--- config.mk ---
export PLATFORM = sky130hd
export DESIGN_NAME = dispense_scheduler
export DESIGN_NICKNAME = d
export VERILOG_FILES = /design/src/rtl/dispense_pkg.sv /design/src/rtl/step_tick_gen.sv /design/src/rtl/dispense_scheduler.sv
export SDC_FILE = /design/constraint.sdc
export NUM_CORES = 1
export LEC_CHECK = 0
export CAP_MARGIN = 10
export CORE_ASPECT_RATIO = 0.5
export CORE_MARGIN = 2
export CORE_UTILIZATION = 45
export CTS_BUF_LIST = sky130_fd_sc_hd__clkbuf_2
export CTS_CLUSTER_SIZE = 10
export DETAILED_ROUTE_END_ITERATION = 10
export PLACE_DENSITY = 0.65
export SYNTH_ARGS = -nofsm -noshare
export SYNTH_HDL_FRONTEND = slang
export SYNTH_HIERARCHICAL = 1
export SYNTH_SLANG_ARGS = --single-unit
export TNS_END_PERCENT = 5
--- constraint.sdc ---
create_clock -name clk -period 3.1 [get_ports clk]
set_input_delay 0.775 -clock clk [delete_from_list [all_inputs] [get_ports clk]]
set_output_delay 0.775 -clock clk [all_outputs]
set_load 0.05 [all_outputs]
--- src/rtl/dispense_pkg.sv ---
// Shared types and recipe table for the paint dispense scheduler.
// Latency: n/a (constants and pure functions only).
// Backpressure: n/a.
package dispense_pkg;

    // Channel indices used to select a column of the recipe table.
    localparam logic [1:0] CH_R = 2'd0;
    localparam logic [1:0] CH_Y = 2'd1;
    localparam logic [1:0] CH_B = 2'd2;

    // 4-bit state encoding; also driven out on the phase port for debug LEDs.
    typedef enum logic [3:0] {
        ST_IDLE   = 4'd0,
        ST_LOAD   = 4'd1,
        ST_R_DROP = 4'd2,
        ST_R2Y    = 4'd3,
        ST_Y_DROP = 4'd4,
        ST_Y2B    = 4'd5,
        ST_B_DROP = 4'd6,
        ST_B2R    = 4'd7,
        ST_DONE   = 4'd8
    } state_e;

    function automatic logic color_ok(input logic [3:0] color);
        return color < 4'd4;
    endfunction

    // Stroke rounds per channel for each supported colour; unsupported
    // colours return zero everywhere.
    function automatic logic [3:0] rounds(input logic [3:0] color, input logic [1:0] ch);
        logic [3:0] r_n;
        logic [3:0] y_n;
        logic [3:0] b_n;
        case (color)
            4'd0:    begin r_n = 4'd5; y_n = 4'd7; b_n = 4'd9; end
            4'd1:    begin r_n = 4'd3; y_n = 4'd0; b_n = 4'd6; end
            4'd2:    begin r_n = 4'd0; y_n = 4'd8; b_n = 4'd2; end
            4'd3:    begin r_n = 4'd4; y_n = 4'd4; b_n = 4'd4; end
            default: begin r_n = 4'd0; y_n = 4'd0; b_n = 4'd0; end
        endcase
        case (ch)
            CH_R:    return r_n;
            CH_Y:    return y_n;
            default: return b_n;
        endcase
    endfunction

endpackage

--- src/rtl/step_tick_gen.sv ---
// Motor step tick generator: one-cycle tick every STEP_DIV cycles while run is high.
// Latency: first tick STEP_DIV cycles after run rises; counter parks at 0 when run is low.
// Backpressure: none. Ports: clk, rst (sync active-low), run in; tick out.
module step_tick_gen #(
    parameter int STEP_DIV = 4
) (
    input  logic clk,
    input  logic rst,
    input  logic run,
    output logic tick
);

    localparam int CW = (STEP_DIV > 1) ? $clog2(STEP_DIV) : 1;
    localparam logic [CW-1:0] LAST = CW'(STEP_DIV - 1);

    logic [CW-1:0] cnt_q;
    logic [CW-1:0] cnt_d;

    // The count is deliberately not cleared between phases: phases change
    // only on a tick, where the count wraps to 0 anyway.
    always_comb begin
        cnt_d = '0;
        if (run && (cnt_q != LAST)) begin
            cnt_d = cnt_q + CW'(1);
        end
    end

    always_ff @(posedge clk) begin
        if (!rst) begin
            cnt_q <= '0;
        end else begin
            cnt_q <= cnt_d;
        end
    end

    assign tick = run && (cnt_q == LAST);

endmodule

--- src/rtl/dispense_scheduler.sv ---
// Sequences red/yellow/blue dispense motors through one recipe per accepted colour_id.
// Latency: enables follow state by one cycle; done 2 + STEP_DIV*((R+Y+B)*2*DEPTH + 3*MOVE) cycles after accept.
// Backpressure: req_ready only in IDLE; requests while busy are ignored, not queued.
// Ports: clk, rst (sync active-low); req_valid/req_color/req_ready request handshake; abort;
//        en_r/en_y/en_b/dir motor drive; busy, done, err, aborted status; phase = state for debug.
module dispense_scheduler
    import dispense_pkg::*;
#(
    parameter int STEP_DIV = 4,
    parameter int DEPTH    = 5,
    parameter int MOVE     = 2,
    parameter int RND_W    = 10
) (
    input  logic       clk,
    input  logic       rst,
    input  logic       req_valid,
    input  logic [3:0] req_color,
    output logic       req_ready,
    input  logic       abort,
    output logic       en_r,
    output logic       en_y,
    output logic       en_b,
    output logic       dir,
    output logic       busy,
    output logic       done,
    output logic       err,
    output logic       aborted,
    output logic [3:0] phase
);

    localparam int SEC_MAX = (2 * DEPTH > MOVE) ? 2 * DEPTH : MOVE;
    localparam int SEC_W   = $clog2(SEC_MAX + 1);

    state_e            state_q, state_d;
    logic [3:0]        color_q, color_d;
    logic [SEC_W-1:0]  sec_q, sec_d;
    logic [RND_W-1:0]  rnd_q, rnd_d;
    logic [RND_W-1:0]  rnds_r_q, rnds_r_d;
    logic [RND_W-1:0]  rnds_y_q, rnds_y_d;
    logic [RND_W-1:0]  rnds_b_q, rnds_b_d;

    logic en_r_q, en_y_q, en_b_q, dir_q, done_q, err_q, aborted_q;

    logic             tick;
    logic             run;
    logic             is_drop;
    logic             is_move;
    logic             kill;
    logic             sec_last_drop;
    logic             sec_last_move;
    logic             rnd_last;
    logic [RND_W-1:0] cur_rnds;

    assign is_drop = (state_q == ST_R_DROP) || (state_q == ST_Y_DROP) || (state_q == ST_B_DROP);
    assign is_move = (state_q == ST_R2Y) || (state_q == ST_Y2B) || (state_q == ST_B2R);
    assign run     = is_drop || is_move;

    // Abort is honoured everywhere except IDLE (nothing to cancel) and DONE
    // (the recipe has already finished dispensing).
    assign kill = abort && (state_q != ST_IDLE) && (state_q != ST_DONE);

    always_comb begin
        case (state_q)
            ST_Y_DROP: cur_rnds = rnds_y_q;
            ST_B_DROP: cur_rnds = rnds_b_q;
            default:   cur_rnds = rnds_r_q;
        endcase
    end

    assign sec_last_drop = (sec_q == SEC_W'(2 * DEPTH - 1));
    assign sec_last_move = (sec_q == SEC_W'(MOVE - 1));
    assign rnd_last      = (rnd_q == cur_rnds - RND_W'(1));

    step_tick_gen #(
        .STEP_DIV (STEP_DIV)
    ) u_tick (
        .clk  (clk),
        .rst  (rst),
        .run  (run),
        .tick (tick)
    );

    always_comb begin
        state_d  = state_q;
        color_d  = color_q;
        sec_d    = sec_q;
        rnd_d    = rnd_q;
        rnds_r_d = rnds_r_q;
        rnds_y_d = rnds_y_q;
        rnds_b_d = rnds_b_q;
        case (state_q)
            ST_IDLE: begin
                if (req_valid && color_ok(req_color)) begin
                    state_d = ST_LOAD;
                    color_d = req_color;
                end
            end
            ST_LOAD: begin
                rnds_r_d = RND_W'(rounds(color_q, CH_R));
                rnds_y_d = RND_W'(rounds(color_q, CH_Y));
                rnds_b_d = RND_W'(rounds(color_q, CH_B));
                sec_d    = '0;
                rnd_d    = '0;
                // A zero-round red channel goes straight to the first move.
                state_d  = (rounds(color_q, CH_R) != 4'd0) ? ST_R_DROP : ST_R2Y;
            end
            ST_R_DROP, ST_Y_DROP, ST_B_DROP: begin
                if (tick) begin
                    if (sec_last_drop) begin
                        sec_d = '0;
                        if (rnd_last) begin
                            rnd_d = '0;
                            case (state_q)
                                ST_R_DROP: state_d = ST_R2Y;
                                ST_Y_DROP: state_d = ST_Y2B;
                                default:   state_d = ST_B2R;
                            endcase
                        end else begin
                            rnd_d = rnd_q + RND_W'(1);
                        end
                    end else begin
                        sec_d = sec_q + SEC_W'(1);
                    end
                end
            end
            ST_R2Y, ST_Y2B, ST_B2R: begin
                if (tick) begin
                    if (sec_last_move) begin
                        sec_d = '0;
                        // Zero-round channels are skipped by chaining moves.
                        case (state_q)
                            ST_R2Y:  state_d = (rnds_y_q != '0) ? ST_Y_DROP : ST_Y2B;
                            ST_Y2B:  state_d = (rnds_b_q != '0) ? ST_B_DROP : ST_B2R;
                            default: state_d = ST_DONE;
                        endcase
                    end else begin
                        sec_d = sec_q + SEC_W'(1);
                    end
                end
            end
            ST_DONE: state_d = ST_IDLE;
            default: state_d = ST_IDLE;
        endcase
        if (kill) begin
            state_d = ST_IDLE;
            sec_d   = '0;
            rnd_d   = '0;
        end
    end

    always_ff @(posedge clk) begin
        if (!rst) begin
            state_q   <= ST_IDLE;
            color_q   <= '0;
            sec_q     <= '0;
            rnd_q     <= '0;
            rnds_r_q  <= '0;
            rnds_y_q  <= '0;
            rnds_b_q  <= '0;
            en_r_q    <= 1'b0;
            en_y_q    <= 1'b0;
            en_b_q    <= 1'b0;
            dir_q     <= 1'b0;
            done_q    <= 1'b0;
            err_q     <= 1'b0;
            aborted_q <= 1'b0;
        end else begin
            state_q   <= state_d;
            color_q   <= color_d;
            sec_q     <= sec_d;
            rnd_q     <= rnd_d;
            rnds_r_q  <= rnds_r_d;
            rnds_y_q  <= rnds_y_d;
            rnds_b_q  <= rnds_b_d;
            // Outputs trail the state by one cycle, except that an abort
            // drops the motors on the same edge that returns to IDLE.
            en_r_q    <= !kill && (state_q == ST_R_DROP);
            en_y_q    <= !kill && (state_q == ST_Y_DROP);
            en_b_q    <= !kill && (state_q == ST_B_DROP);
            dir_q     <= !kill && is_drop && (sec_q >= SEC_W'(DEPTH));
            done_q    <= (state_q == ST_DONE);
            err_q     <= (state_q == ST_IDLE) && req_valid && !color_ok(req_color);
            aborted_q <= kill;
        end
    end

    assign req_ready = (state_q == ST_IDLE);
    assign busy      = (state_q != ST_IDLE);
    assign phase     = state_q;
    assign en_r      = en_r_q;
    assign en_y      = en_y_q;
    assign en_b      = en_b_q;
    assign dir       = dir_q;
    assign done      = done_q;
    assign err       = err_q;
    assign aborted   = aborted_q;

endmodule

==> flow_metrics.tcl <==
set metrics [dict create \
    synthArstFlopShare_pct 0 \
    yosys_register_bits 38 \
    hold_buffers 0 \
    ys_top_cells_by_count "38 x dfxtp_1, 23 x nor2_1, 21 x nand2_1" \
    dp.cells 335 \
    numCtsBuffers 5 \
    finalClockSkew_ps 12.8 \
    rows 17 \
    regArea_um2 761 \
    post_cts_buffers 0 \
    synth.most_common_cell "dfxtp_1" \
    antenna_cells 0 \
    core_mm2 0.00453 \
    dpl_cell_area_mm2 0.00244 \
    syn_to_final_growth_pct 15.6 \
    dieArea_mm2 0.00547 \
    grt_first_pass_wirelength_um 8640 \
    slew_violations 0 \
    tightest_slew_ps 641 \
    clk_root_buffer_cell "clkbuf_2" \
    final_cells 343 \
    rsz0062_at_grt "no" \
    numPortBuffers 20 \
    ys_types 56 \
    synth_top_area_share_pct 34.8 \
    drive_gt1_share_pct 12.3 \
    fin_crit_sh_pct 91.8 \
    pwr-share-seq_pct 35.6 \
    crit_type "reg -> reg" \
    synth_flop_cell "dfxtp_1" \
    hold_path_startpoint "rnds_r_q[0]$_SDFFE_PN0P_" \
    required_ps 3410 \
    pre_cts_slack_ps 332 \
    hold_violations 0 \
    power.density_mw_per_mm2 646 \
    finalCriticalPeriod_ps 2850 \
    end_kind "flop" \
    drt_wl_total_um 5130 \
    netlist_top_cells_area "dfxtp_1 35%, nand3_1 4.6%, ha_1 4.0%" \
    crit_slowest_cell "dfxtp_1" \
    syn_nets 273 \
    start_util_pct 48.3 \
    p_leak_nw 0.953 \
    clock_latency_ps 400 \
    cts.sinks 38 \
    seq_area_frac_synth_pct 34.8 \
    drt_iter0_markers 108 \
    cts_resized 0 \
    track_usage_pct 21.0 \
    power_switching_share_pct 39.7 \
    r2r-end "rnd_q[0]$_SDFFE_PP0P_" \
    first_pass_iters 4 \
    p_comb_share_pct 40.4 \
    grt_pass1_vias 1797 \
    antenna_found_initial 0 \
    hold_depth 2 \
    hold_end "rnds_r_q[0]$_SDFFE_PN0P_" \
    avgSynthCellArea_um2 8.48 \
    reg2reg_slack_ps 250 \
    fillers 442 \
    synth_top_cell_by_area "dfxtp_1" \
    place_hpwl_um 3760 \
    layout_setup_ws_ps 254 \
    netlist_instances 258 \
    r2r_start "phase[1]$_SDFFE_PP0P_" \
    h-tree-depth 2 \
    fin_setup_tns_ps 0 \
    drc_errors 0 \
    design_area_mm2 0.00253 \
    worstPathArrival_ps 3160 \
    syn-cell-area_mm2 0.00219 \
    intPower_mw 0.986 \
    cts_buffer_depth 2 \
    fmax_mhz 351 \
    overflow 0 \
    cp-start-kind "flop" \
    clkTransAtPathRegs_ps 210 \
    p_switching_mw 0.649 \
    pin_count 21 \
    min_path_type "reg -> reg" \
    die_h_um 53.3 \
    cts_tree "done" \
    ir_drop_uv 365 \
    gp_congestion 0.791 \
    multi_input_area_mm2 0.00132 \
    pwr-share-clk_pct 24.0 \
    grt_start_max_net_pins 16 \
    vias 1971 \
    crit_fanout 12 \
    vias_per_cell 5.75 \
    max_cap_viol_count 0 \
    status "finished clean" \
    detail-route-antenna-nets 0 \
    synth_edf_count 0 \
    worst-r2r-cell-count 9 \
    nets 291 \
    slowest_delay_ps 590 \
    die_w_um 103 \
    setup_violations 0 \
    worst_slew_margin_rel_pct 57.2 \
    wl_per_cell_um 15.0 \
    final_util_pct 55.8 \
    yosysWarnings 6 \
    crit_chain "and4bb_2 -> mux2i_1 -> nor2b_1 -> ha_1 -> xnor2_1 -> nor3_1 -> o211ai_2 -> o31ai_2 -> o21ai_0" \
]
## power by group through the flow
stage | Clock (mW) | Combinational [mW] | Sequential [mW]
CTS | 0.400 | 0.661 | 0.582
global placement | 0 | 0.649 | 0.591
global route | 0.426 | 0.717 | 0.590
finish | 0.393 | 0.661 | 0.582
detailed placement | 0 | 0.654 | 0.592
floorplan | 0 | 0.474 | 0.612
## metrics by stage
step / hold slack [ps] / power [mW]
global placement: 474 / 1.24
CTS: 509 / 1.64
finish: 502 / 1.64
floorplan: 450 / 1.09
global route: 545 / 1.73
detailed placement: 485 / 1.25
## kinds of logic after synthesis
kind of cell / Yosys count / synth area share [%]
AO/OA/AOI/OAI: 42 / 14.1
AND/OR/NAND/NOR: 124 / 31.5
adder cells (fa/ha/maj): 7 / 4.00
multiplexers: 9 / 5.09
flip-flops: 38 / 34.8
XOR/XNOR: 14 / 5.60
buffers and inverters: 24 / 4.97
## cell type report
cell class              count  share of cell area [%]
flip-flops and latches     38                    30.1
well taps                  66                    3.26
repair buffers             26                    9.69
clock inverters             3                    2.52
inverters                   9                    1.34
multi-input cells         196                    52.1
clock buffers               5                   0.989
## routing by layer
metal  track usage [%]  vias to the layer above  routed length, µm
li1                  -                      970                  -
met1              29.6                      947               2600
met2              31.8                       47               2230
met3              5.02                        7                249
met4              6.22                        0                 57
met5                 0                        -                  0
## critical path, delay by kind of cell, from the launching register on
| family | cells | cell delay, ps |
|---|---|---|
| simple gates | 3 | 750 |
| xor+xnor | 1 | 130 |
| flops | 1 | 590 |
| compound gates | 3 | 720 |
| mux | 1 | 310 |
| fa+ha+maj | 1 | 250 |
## cells in the final DEF, fill, tap and decap left out, types with 5 or more instances in the layout
cell	count
nand2_1	21
xor2_1	5
nor4_1	6
nor2_1	23
a21oi_1	15
buf_4	7
and3_1	7
clkbuf_2	5
dfxtp_1	38
nand3_1	20
nor3_1	9
mux2i_1	5
inv_1	9
clkdlybuf4s50_1	18
ha_1	7
xnor2_1	9
## flip-flops by register name, indices dropped and copies added (netlist names), 2 cells and up
name	flops
phase	4
u_tick/cnt_q	2
color_q	4
rnds_r_q	3
rnds_b_q	3
rnd_q	10
sec_q	4
## how the worst max path moves through the flow
stage	startpoint	endpoint	slack, ps	depth (start not counted)
after detailed placement	phase[1]$_SDFFE_PP0P_	rnd_q[0]$_SDFFE_PP0P_	330	9
after global placement	phase[2]$_SDFFE_PP0P_	busy	480	3
final	phase[1]$_SDFFE_PP0P_	rnd_q[0]$_SDFFE_PP0P_	250	9
after global routing	phase[1]$_SDFFE_PP0P_	rnd_q[0]$_SDFFE_PP0P_	150	9
after floorplan	phase[2]$_SDFFE_PP0P_	req_ready	340	3
after CTS	phase[2]$_SDFFE_PP0P_	busy	5	3
Power figures use the tool's default switching activity.
